### config.mk
export PLATFORM = sky130hd
export DESIGN_NAME = pixie_vram_arbiter
export DESIGN_NICKNAME = d
export VERILOG_FILES = /design/src/rtl/pixie_vram_arbiter.sv
export SDC_FILE = /design/constraint.sdc
export NUM_CORES = 1
export LEC_CHECK = 0
export ABC_AREA = 1
export BUFFER_PORTS_ARGS = -buffer_cell sky130_fd_sc_hd__buf_2
export CAP_MARGIN = 40
export CELL_PAD_IN_SITES_DETAIL_PLACEMENT = 1
export CELL_PAD_IN_SITES_GLOBAL_PLACEMENT = 2
export CORE_ASPECT_RATIO = 1.75
export CORE_MARGIN = 1.5
export CORE_UTILIZATION = 27
export DETAILED_ROUTE_END_ITERATION = 7
export HOLD_SLACK_MARGIN = 0.02
export PLACE_DENSITY = 0.87
export SYNTH_ARGS = -nofsm -noshare
export SYNTH_HDL_FRONTEND = slang
export SYNTH_SLANG_ARGS = --single-unit
### constraint.sdc
create_clock -name clk -period 1.9 [get_ports clk]
set_input_delay 0.19 -clock clk [delete_from_list [all_inputs] [get_ports clk]]
set_output_delay 0.19 -clock clk [all_outputs]
set_load 0.005 [all_outputs]
### src/rtl/pixie_vram_arbiter.sv
// pixie_vram_arbiter: shares one 1024x8 video RAM port between the Pixie DMA
// write stream, the scan-out reader, the host/debug port and a clear sequencer.
// DMA always wins (it is registered one cycle and can never stall). The host
// is promoted above scan once it has waited HOST_MAX_WAIT cycles. The clear
// sequencer only uses cycles that nobody else wants.
module pixie_vram_arbiter #(
  parameter int ADDR_W        = 10,
  parameter int DATA_W        = 8,
  parameter int HOST_MAX_WAIT = 8
) (
  input  logic              clk,
  input  logic              reset,
  input  logic [ADDR_W-1:0] dma_addr,
  input  logic [DATA_W-1:0] dma_data,
  input  logic              dma_wr,
  input  logic              scan_req,
  input  logic [ADDR_W-1:0] scan_addr,
  output logic              scan_valid,
  output logic [DATA_W-1:0] scan_data,
  input  logic              host_req,
  input  logic              host_we,
  input  logic [ADDR_W-1:0] host_addr,
  input  logic [DATA_W-1:0] host_wdata,
  output logic              host_ack,
  output logic [DATA_W-1:0] host_rdata,
  input  logic              clr_start,
  output logic              clr_busy,
  output logic              clr_done,
  output logic [ADDR_W-1:0] ram_addr,
  output logic              ram_we,
  output logic [DATA_W-1:0] ram_wdata,
  input  logic [DATA_W-1:0] ram_rdata
);

  typedef enum logic {CLR_IDLE, CLR_RUN} clr_state_t;

  localparam logic [7:0]        HOST_LIMIT = 8'(HOST_MAX_WAIT);
  localparam logic [ADDR_W-1:0] LAST_ADDR  = '1;

  logic              dma_pend;
  logic [ADDR_W-1:0] dma_pend_addr;
  logic [DATA_W-1:0] dma_pend_data;
  logic              scan_gnt_reg;   // scan granted last cycle: read in flight
  logic              host_gnt_reg;   // host granted last cycle
  logic              host_rd_reg;    // host read in flight
  logic [7:0]        host_wait;
  clr_state_t        clr_state;
  logic [ADDR_W-1:0] clr_ptr;
  logic [ADDR_W-1:0] ram_addr_hold;

  logic gnt_dma, gnt_host, gnt_scan, gnt_clr;
  logic scan_ok, host_ok;

  // A requester is ineligible only in the cycle right after its own grant.
  assign scan_ok = scan_req && !scan_gnt_reg;
  assign host_ok = host_req && !host_gnt_reg;

  // Fixed-priority grant; nothing is granted while reset is held so a pending
  // DMA byte or a running clear cannot touch the RAM during reset.
  always_comb begin
    gnt_dma  = 1'b0;
    gnt_host = 1'b0;
    gnt_scan = 1'b0;
    gnt_clr  = 1'b0;
    if (!reset) begin
      if (dma_pend)                               gnt_dma  = 1'b1;
      else if (host_ok && host_wait >= HOST_LIMIT) gnt_host = 1'b1;
      else if (scan_ok)                           gnt_scan = 1'b1;
      else if (host_ok)                           gnt_host = 1'b1;
      else if (clr_state == CLR_RUN)              gnt_clr  = 1'b1;
    end
  end

  // Drive the RAM port from the winner; the address parks on its last value.
  always_comb begin
    ram_addr  = ram_addr_hold;
    ram_we    = 1'b0;
    ram_wdata = '0;
    if (gnt_dma) begin
      ram_addr  = dma_pend_addr;
      ram_we    = 1'b1;
      ram_wdata = dma_pend_data;
    end else if (gnt_host) begin
      ram_addr  = host_addr;
      ram_we    = host_we;
      ram_wdata = host_we ? host_wdata : '0;
    end else if (gnt_scan) begin
      ram_addr  = scan_addr;
    end else if (gnt_clr) begin
      ram_addr  = clr_ptr;
      ram_we    = 1'b1;
    end
  end

  // DMA stage: capture every strobe unconditionally.
  always_ff @(posedge clk) begin
    if (reset) begin
      dma_pend      <= 1'b0;
      dma_pend_addr <= '0;
      dma_pend_data <= '0;
    end else begin
      dma_pend      <= dma_wr;
      dma_pend_addr <= dma_addr;
      dma_pend_data <= dma_data;
    end
  end

  // Remember the last address presented so idle cycles keep it stable.
  always_ff @(posedge clk) begin
    if (reset)
      ram_addr_hold <= '0;
    else if (gnt_dma || gnt_host || gnt_scan || gnt_clr)
      ram_addr_hold <= ram_addr;
  end

  // Scan read return: RAM data arrives one cycle after grant, valid the next.
  always_ff @(posedge clk) begin
    if (reset) begin
      scan_gnt_reg <= 1'b0;
      scan_valid   <= 1'b0;
      scan_data    <= '0;
    end else begin
      scan_gnt_reg <= gnt_scan;
      scan_valid   <= scan_gnt_reg;
      if (scan_gnt_reg)
        scan_data <= ram_rdata;
    end
  end

  // Host completion: writes ack the cycle after grant, reads one cycle later.
  always_ff @(posedge clk) begin
    if (reset) begin
      host_gnt_reg <= 1'b0;
      host_rd_reg  <= 1'b0;
      host_ack     <= 1'b0;
      host_rdata   <= '0;
    end else begin
      host_gnt_reg <= gnt_host;
      host_rd_reg  <= gnt_host && !host_we;
      host_ack     <= (gnt_host && host_we) || host_rd_reg;
      if (host_rd_reg)
        host_rdata <= ram_rdata;
    end
  end

  // Host starvation counter: counts lost cycles, saturates at the limit.
  always_ff @(posedge clk) begin
    if (reset)
      host_wait <= '0;
    else if (gnt_host)
      host_wait <= '0;
    else if (host_req && host_wait < HOST_LIMIT)
      host_wait <= host_wait + 8'd1;
  end

  // Clear sequencer: one zero write per granted cycle, single pass, then done.
  always_ff @(posedge clk) begin
    if (reset) begin
      clr_state <= CLR_IDLE;
      clr_ptr   <= '0;
      clr_busy  <= 1'b0;
      clr_done  <= 1'b0;
    end else begin
      clr_done <= 1'b0;
      case (clr_state)
        CLR_IDLE: begin
          if (clr_start) begin
            clr_ptr   <= '0;
            clr_state <= CLR_RUN;
            clr_busy  <= 1'b1;
          end
        end
        CLR_RUN: begin
          if (gnt_clr) begin
            if (clr_ptr == LAST_ADDR) begin
              clr_state <= CLR_IDLE;
              clr_busy  <= 1'b0;
              clr_done  <= 1'b1;
            end else begin
              clr_ptr <= clr_ptr + ADDR_W'(1);
            end
          end
        end
        default: clr_state <= CLR_IDLE;
      endcase
    end
  end

endmodule

==> results of run 1 <==
-- report_power, final --
group	internal (mW)	switching, mW	total [mW]
sequential	1.56	0.0326	1.59
clock	1.19	0.681	1.88
combinational	0.277	0.346	0.622
total	3.03	1.06	4.09
-- area by class of cell --
type / count / area [um^2]
timing repair buffer: 134 / 813
inverter: 85 / 330
multi-input combinational: 313 / 1710
fill: 1589 / 7250
clock buffer: 10 / 239
sequential: 71 / 1430
clock inverter: 6 / 91.3
tap: 165 / 206
antenna: 1 / 2.50
-- synth_stat cells (4+ instances only) --
cell type,instances,area (um^2)
buf_6,4,45.0
o21ai_0,30,150
inv_1,81,304
nand4_1,18,113
nand2_1,96,360
nand3_1,40,200
nand2_2,5,31.3
o21ai_1,8,40.0
nor2_1,75,282
clkbuf_1,5,18.8
buf_2,10,50.1
a21oi_1,21,105
dfxtp_1,71,1420
nor3_1,4,20.0
-- cells in the final DEF, fill, tap and decap left out, types with 5 or more instances in the layout --
cell / n
o21ai_0: 19
nor2_4: 6
nand2_1: 76
a21oi_1: 21
nor2_1: 71
nand4_1: 18
nand3_1: 26
clkbuf_16: 9
nand3_2: 6
buf_2: 97
buf_6: 11
o21ai_1: 16
nand3_4: 8
nand2_2: 21
inv_1: 79
nand2_4: 5
dfxtp_1: 69
buf_4: 22
-- worst max-delay path by stage --
| stage | from | to | slack, ps | cells after the start |
|---|---|---|---|---|
| after floorplan | clr_ptr[0] | clr_ptr[2] | 400 | 9 |
| after CTS | scan_gnt_reg | ram_addr[3] | -100 | 10 |
| after detailed placement | scan_gnt_reg | clr_ptr[2] | 210 | 9 |
| after global placement | scan_gnt_reg | ram_addr[3] | 260 | 9 |
| after global routing | host_wait[4] | ram_addr[3] | -170 | 10 |
| final | scan_gnt_reg | ram_addr[5] | -60 | 10 |
-- worst register-to-register path: stages (launching register included) --
cell	delay, ps
dfxtp_1	350
ha_1	200
nand2_1	110
nor3_4	230
nand2_2	100
nand2_2	80
nand2_2	160
inv_2	170
nand2_1	60
a21oi_1	130
-- stage by stage --
stage	setup TNS, ps	instances	area [um^2]
floorplan	0	492	3340
global placement	0	748	4030
detailed placement	0	748	4030
CTS	-753	773	4450
global route	-1470	785	4820
finish	-293	785	4820
-- timing repair --
item | in CTS | in global routing
gates cloned | 2 | 2
pin swaps | 2 | 27
buffers inserted | 7 | 10
hold buffers | 0 | 0
setup endpoints to repair | 17 | 19
hold endpoints to repair | 0 | 0
resized for setup | 10 | 82
-- logic make-up (layout without fill, tap and decap cells) --
family                     after synthesis  in the layout
and+or+nand+nor                        248            249
buffers and inverters                  109            235
DFF                                     71             71
AOI/OAI and AO/OA                       60             60
adders and majority gates                3              3
xor gates and xnor gates                 1              1
other                                    0              1
-- metal layers --
layer  GRT usage  vias up  wire length (um)
li1            -     1780                 -
met1       0.176     1608              4110
met2       0.314       68              6280
met3      0.0345       23               380
met4      0.0833        0               344
met5           0        -                 0
==> impl_metrics.tcl, run 1 <==
set metrics [dict create \
    hold_path_class "primary input to flop" \
    finalHoldViolCount 0 \
    r2r_slack_ps 240 \
    cts_sinks 71 \
    nets 678 \
    slowest_delay_ps 360 \
    rows 53 \
    root_buffer "clkbuf_16" \
    first_iter_violations 120 \
    crit_family "buffers and inverters" \
    critPathLaunchType "flop" \
    violations "setup timing" \
    finalCoreUtilization 0.399 \
    relSlewSlack 0.702 \
    first_pass_iters 4 \
    gr-total-overflow 0 \
    synth_edf_count 0 \
    drc 0 \
    clock_path_buffers 2 \
    fmax_ghz 0.510 \
    dieArea_um2 13100 \
    hp-start "dma_wr" \
    tightest_slew_ps 446 \
    arrival_ps 1770 \
    slowest_stage "dfxtp_4" \
    vias 3479 \
    synth_compound_area_frac 0.0905 \
    max_cap_viol_count 0 \
    hold_path_depth 3 \
    ys.warnings.count 0 \
    r2r-start "clr_ptr[1]" \
    path_cells "buf_6 > nor2_4 > nand4_1 > buf_6 > nand3_4 > buf_8 > nand3_2 > nand2_2 > nand2_2 > buf_2" \
    finalPower_mw 4.09 \
    vdd_ir_drop_max_mv 0.438 \
    ys.flop_type "dfxtp_1" \
    required_ps 1710 \
    num_io_pins 100 \
    synth_mux_area_frac 0 \
    synth.distinct_cells 30 \
    syn_nets 556 \
    layout-drive-gt1-share 0.339 \
    htreeDepth 3 \
    detail_route.wl_per_cell_um 14.2 \
    worstSetupPathType "flop to primary output" \
    numCtsBuffers 9 \
    endpoint_kind "primary output" \
    start_util 0.277 \
    syn_area_um2 3340 \
    path_clk_slew_ps 60 \
    slew_violations 0 \
    ys_ff_latch 71 \
    synth_xor_area_frac 0.00262 \
    worst_r2r_endpoint "clr_ptr[7]" \
    p_per_area_nw_per_um2 848 \
    critPathMaxFanout 5 \
    grt_max_degree 27 \
    ff2ff_path_depth 9 \
    synthSimpleGateAreaFrac 0.331 \
    viasPerCell 4.43 \
    async_reset_ff_frac 0 \
    place_ws_ps 210 \
    io_buffers 99 \
    min_period_over_period 1.03 \
    netlist_instances 492 \
    clk_latency_ps 340 \
    status "finished with violations" \
    die_h_um 150 \
    finalWorstSetupSlack_ps -60.6 \
    cts_tree "yes" \
    clock_skew_ps 4.79 \
    groute.usage.overall 0.169 \
    hold_end "dma_pend" \
    p_leak_nw 2.40 \
    grt_first_pass_wirelength_mm 17.2 \
    finalSetupViolations 10 \
    reg.largest.list "clr_ptr: 10 flops, dma_pend_addr: 10 flops, ram_addr_hold: 10 flops" \
    synth_top_family_by_area "simple AND/OR/NAND/NOR gates" \
    antenna_found_initial 1 \
    dp_hpwl_mm 8.06 \
    yosysSeqAreaShare 0.425 \
    grt_pass1_vias 3625 \
    core_area_um2 12100 \
    routabilityCongestion 0.854 \
    routed_wl_mm 11.1 \
    area_delta_synth_final_pct 44.1 \
    avgSynthCellArea_um2 6.80 \
    postRouteAntennaNets 0 \
    path_buf_inv 4 \
    worst_hold_slack_ps 46.7 \
    synthAdderAreaFrac 0.0112 \
    min_period_ps 1960 \
    rsz0062_at_grt "yes" \
    fp.dieW_um 87.1 \
]
Power figures use the tool's default switching activity.
==> inputs of run 2 (changes only) <==
Settings changed: HOLD_SLACK_MARGIN 0.02 to 0.12.
==> impl_metrics.tcl, run 2 (same netlist as run 1, synthesis figures left out) <==
set metrics [dict create \
    first_pass_iters 4 \
    start_util 0.277 \
    postRouteAntennaNets 0 \
    nets 705 \
    busiest_layer "met2" \
    max_cap_viol_count 0 \
    p_leak_nw 2.51 \
    final_cell_mix "97 x buf_2, 79 x inv_1, 76 x nand2_1, 71 x nor2_1, 69 x dfxtp_1" \
    grt_max_degree 27 \
    regArea_um2 1430 \
    rsz0062_at_grt "yes" \
    endpoint_kind "primary output" \
    arrival_ps 1770 \
    critPathLaunchType "flop" \
    numCtsBuffers 9 \
    fmax_ghz 0.510 \
    ff2ff_path_depth 9 \
    root_buffer "clkbuf_16" \
    p_sw_mw 1.07 \
    drc 0 \
    layout-drive-gt1-share 0.325 \
    status "finished with violations" \
    clk_latency_ps 340 \
    relSlewSlack 0.704 \
    grt.met2_usage 0.323 \
    die_h_um 150 \
    detail_route.wl_per_cell_um 14.0 \
    clock_path_buffers 2 \
    cp.depth 10 \
    grt_pass1_vias 3740 \
    worstSetupPathType "flop to primary output" \
    area_delta_synth_final_pct 52.2 \
    grt_use_met1 0.178 \
    intPower_mw 3.06 \
    finalSetupViolations 10 \
    num_io_pins 100 \
    groute.usage.overall 0.172 \
    tns_ps -319 \
    clock_skew_ps 4.67 \
    finalCoreUtilization 0.422 \
    antenna_found_initial 1 \
    grt_first_pass_wirelength_mm 17.5 \
    min_period_over_period 1.03 \
    finalWorstSetupSlack_ps -61.0 \
    path_clk_slew_ps 60 \
    slew_violations 0 \
    rows 53 \
    routabilityCongestion 0.854 \
    path_cells "buf_6 > nor2_4 > nand4_1 > buf_6 > nand3_4 > buf_8 > nand3_2 > nand2_2 > nand2_2 > buf_2" \
    crit_family "buffers and inverters" \
    hold_path_class "primary input to flop" \
    multi_input_area_um2 1710 \
    vias 3595 \
    gr-total-overflow 0 \
    hold_path_depth 3 \
    dp_hpwl_mm 8.06 \
    core_area_um2 12100 \
    grt_util_met3 0.0334 \
    min_period_ps 1960 \
    finalHoldViolCount 0 \
    p_sw_frac 0.259 \
    slowest_stage "dfxtp_4" \
    routed_wl_mm 11.4 \
    reg.largest.list "clr_ptr: 10 flops, dma_pend_addr: 10 flops, ram_addr_hold: 10 flops" \
    io_buffers 99 \
    slowest_delay_ps 360 \
    path_buf_inv 4 \
    mostFrequentLayoutCell "buf_2" \
    p_seq_frac 0.385 \
    p_clk_frac 0.454 \
    cts_tree "yes" \
    htreeDepth 3 \
    violations "setup timing" \
    vdd_ir_drop_max_mv 0.438 \
    first_iter_violations 127 \
    cts_sinks 71 \
    fillCellCount 1571 \
    viasPerCell 4.43 \
    finalPower_mw 4.13 \
    fp.dieW_um 87.1 \
    required_ps 1710 \
    critPathMaxFanout 5 \
    tightest_slew_ps 444 \
    p_per_area_nw_per_um2 812 \
    dieArea_um2 13100 \
    pwr-share-comb 0.161 \
]
run 2: metal layers:
layer | up-vias | wire length, um
met2 | 73 | 6430
met4 | 0 | 344
met3 | 23 | 352
met5 | - | 0
li1 | 1833 | -
met1 | 1666 | 4260
run 2: worst paths after layout:
check | from | to | slack [ps]
max | scan_gnt_reg | ram_addr[5] | -60
min reg2reg | host_wait[7] | host_wait[7] | 440
max reg2reg | clr_ptr[1] | clr_ptr[5] | 240
min | ram_rdata[4] | host_rdata[4] | 140
run 2: power groups by stage:
| stage | Combinational [mW] | Sequential, mW | Clock, mW |
|---|---|---|---|
| after floorplan | 0.270 | 1.62 | 0 |
| after global placement | 0.462 | 1.62 | 0 |
| after detailed placement | 0.474 | 1.62 | 0 |
| after CTS | 0.538 | 1.59 | 1.90 |
| after global routing | 0.733 | 1.60 | 1.97 |
| final | 0.667 | 1.59 | 1.88 |
run 2: layout make-up:
class,count,area share
clock inverters,6,0.0179
well taps,165,0.0406
multi-input cells,313,0.335
clock buffers,10,0.0470
flip-flops and latches,71,0.281
repair buffers,161,0.213
diodes,1,0.000492
inverters,85,0.0649
run 2: repair_timing:
item,in CTS,in global routing
buffers inserted,7,10
setup endpoints to repair,17,19
pin swaps,2,27
gates cloned,2,2
hold endpoints to repair,31,0
hold buffers,27,0
resized for setup,10,82
run 2: per-stage QoR:
| stage | hold slack (ps) | instances | setup WS [ps] | area, um^2 |
|---|---|---|---|---|
| finish | 138 | 812 | -61.0 | 5090 |
| floorplan | 297 | 492 | 404 | 3340 |
| detailed placement | 399 | 748 | 210 | 4030 |
| CTS | 127 | 800 | -96.2 | 4720 |
| global route | 152 | 812 | -171 | 5090 |
| global placement | 394 | 748 | 263 | 4030 |
run 2: worst register-to-register path: stages (launching register included):
cell,delay [ps]
dfxtp_1,350
ha_1,200
nand2_1,110
nor3_4,230
nand2_2,100
nand2_2,80
nand2_2,160
inv_2,170
nand2_1,70
a21oi_1,130
==> inputs of run 3 (changes only) <==
--- a/config.mk
+++ b/config.mk
@@ -21 +21,2 @@
 export SYNTH_SLANG_ARGS = --single-unit
+export TNS_END_PERCENT = 20
==> constraint.sdc (replaced) <==
create_clock -name clk -period 1.9 [get_ports clk]
set_input_delay 0 -clock clk [delete_from_list [all_inputs] [get_ports clk]]
set_output_delay 0 -clock clk [all_outputs]
set_load 0.005 [all_outputs]
==> impl_metrics.tcl, run 3 (same netlist as run 1, synthesis figures left out) <==
set metrics [dict create \
    status "finished, final reports clean" \
    finalSetupViolations 0 \
    finalHoldViolCount 0 \
    path_cells "nor2_2 > nand3_1 > nand2_1 > buf_4 > nand3_1 > nand3_1 > nand2_1 > nand2_1 > buf_2" \
    reg.largest.list "clr_ptr: 10 flops, dma_pend_addr: 10 flops, ram_addr_hold: 10 flops" \
    slowest_stage "dfxtp_1" \
    gr-total-overflow 0 \
    routabilityCongestion 0.805 \
    first_pass_iters 4 \
    min_period_over_period 0.939 \
    path_clk_slew_ps 60 \
    viasPerCell 4.41 \
    dieArea_um2 13100 \
    arrival_ps 1780 \
    postRouteAntennaNets 0 \
    grt_pass1_vias 3678 \
    numCtsBuffers 9 \
    layout-drive-gt1-share 0.239 \
    hold_path_class "primary input to flop" \
    clock_path_buffers 2 \
    start_util 0.277 \
    grt_first_pass_wirelength_mm 17.4 \
    tightest_slew_ps 370 \
    drc 0 \
    groute.usage.overall 0.172 \
    slew_violations 0 \
    dp_hpwl_mm 8.24 \
    detail_route.wl_per_cell_um 13.4 \
    p_per_area_nw_per_um2 811 \
    htreeDepth 3 \
    relSlewSlack 0.752 \
    die_h_um 150 \
    slowest_delay_ps 330 \
    final_cell_mix "98 x buf_2, 94 x nand2_1, 81 x inv_1, 73 x nor2_1, 70 x dfxtp_1" \
    antenna_found_initial 1 \
    cts_sinks 71 \
    io_buffers 99 \
    cts_tree "yes" \
    vias 3529 \
    fmax_ghz 0.560 \
    rows 53 \
    area_delta_synth_final_pct 41.6 \
    mostFrequentLayoutCell "buf_2" \
    fillCellCount 1575 \
    crit_family "simple AND/OR/NAND/NOR gates" \
    first_iter_violations 91 \
    routed_wl_mm 10.7 \
    fp.dieW_um 87.1 \
    worst_hold_slack_ps 134 \
    critPathLaunchType "flop" \
    clock_skew_ps 4.33 \
    min_period_ps 1780 \
    nets 694 \
    vdd_ir_drop_max_mv 0.445 \
    core_area_um2 12100 \
    grt_max_degree 31 \
    worstSetupPathType "flop to primary output" \
    p_leak_nw 2.34 \
    clk_latency_ps 330 \
    rsz0062_at_grt "no" \
    path_buf_inv 2 \
    num_io_pins 100 \
    max_cap_viol_count 0 \
    required_ps 1900 \
    critPathMaxFanout 10 \
    tns_ps 0 \
    endpoint_kind "primary output" \
    root_buffer "clkbuf_16" \
]
[run 3: tightest hold or removal path: cells and delay by family]
kind | cells | cell delay (ps)
AO/OA/AOI/OAI | 1 | 60
AND/OR/NAND/NOR | 3 | 260
buffers and inverters | 1 | 100
[run 3: timing repair]
action | in CTS | in global routing
setup buffers | 0 | 1
pin swaps | 0 | 1
setup endpoints to repair | 10 | 12
gates resized for setup | 3 | 10
hold buffers | 35 | 0
endpoints found under the hold margin | 50 | 0
[run 3: cell type report]
type	count	area, um^2	share of cell area
inverter	85	324	0.0684
multi-input combinational	312	1480	0.313
antenna	1	2.50	0.000528
timing repair buffer	151	987	0.208
sequential	71	1430	0.301
clock buffer	10	239	0.0505
tap	165	206	0.0436
clock inverter	6	67.6	0.0143
[run 3: report_power, final]
part	internal (mW)	total (mW)	switching (mW)
Sequential	1.56	1.59	0.0328
Clock	1.06	1.72	0.662
Combinational	0.244	0.530	0.287
Total	2.86	3.84	0.981
[run 3: per-stage QoR]
step / power (mW) / instance area [um^2] / utilization / cells / setup WS (ps)
6_report: 3.84 / 4740 / 0.392 / 801 / 115
5_1_grt: 4.03 / 4740 / 0.392 / 801 / 5.30
4_1_cts: 3.89 / 4690 / 0.389 / 799 / 37.5
3_5_place_dp: 2.10 / 4030 / 0.334 / 748 / 165
3_3_place_gp: 2.08 / 4030 / 0.334 / 748 / 231
2_1_floorplan: 1.89 / 3340 / - / 492 / 404
[run 3: per-layer routing]
layer / share of wire / global-route usage / vias to the layer above / wire length, um
li1: - / - / 1812 / -
met1: 0.39 / 0.185 / 1636 / 4190
met2: 0.55 / 0.319 / 60 / 5910
met3: 0.025 / 0.0252 / 21 / 268
met4: 0.032 / 0.0889 / 0 / 346
met5: 0 / 0 / - / 0
[run 3: path summary, 6_finish.rpt]
| path | to | startpoint | slack [ps] | cells after the start |
|---|---|---|---|---|
| worst max register to register | clr_ptr[4] | clr_ptr[1] | 260 | 9 |
| worst min register to register | host_wait[5] | host_wait[5] | 430 | 2 |
| worst max-delay path | ram_addr[2] | host_wait[6] | 120 | 9 |
| worst min-delay path | ram_addr_hold[4] | scan_addr[4] | 130 | 5 |
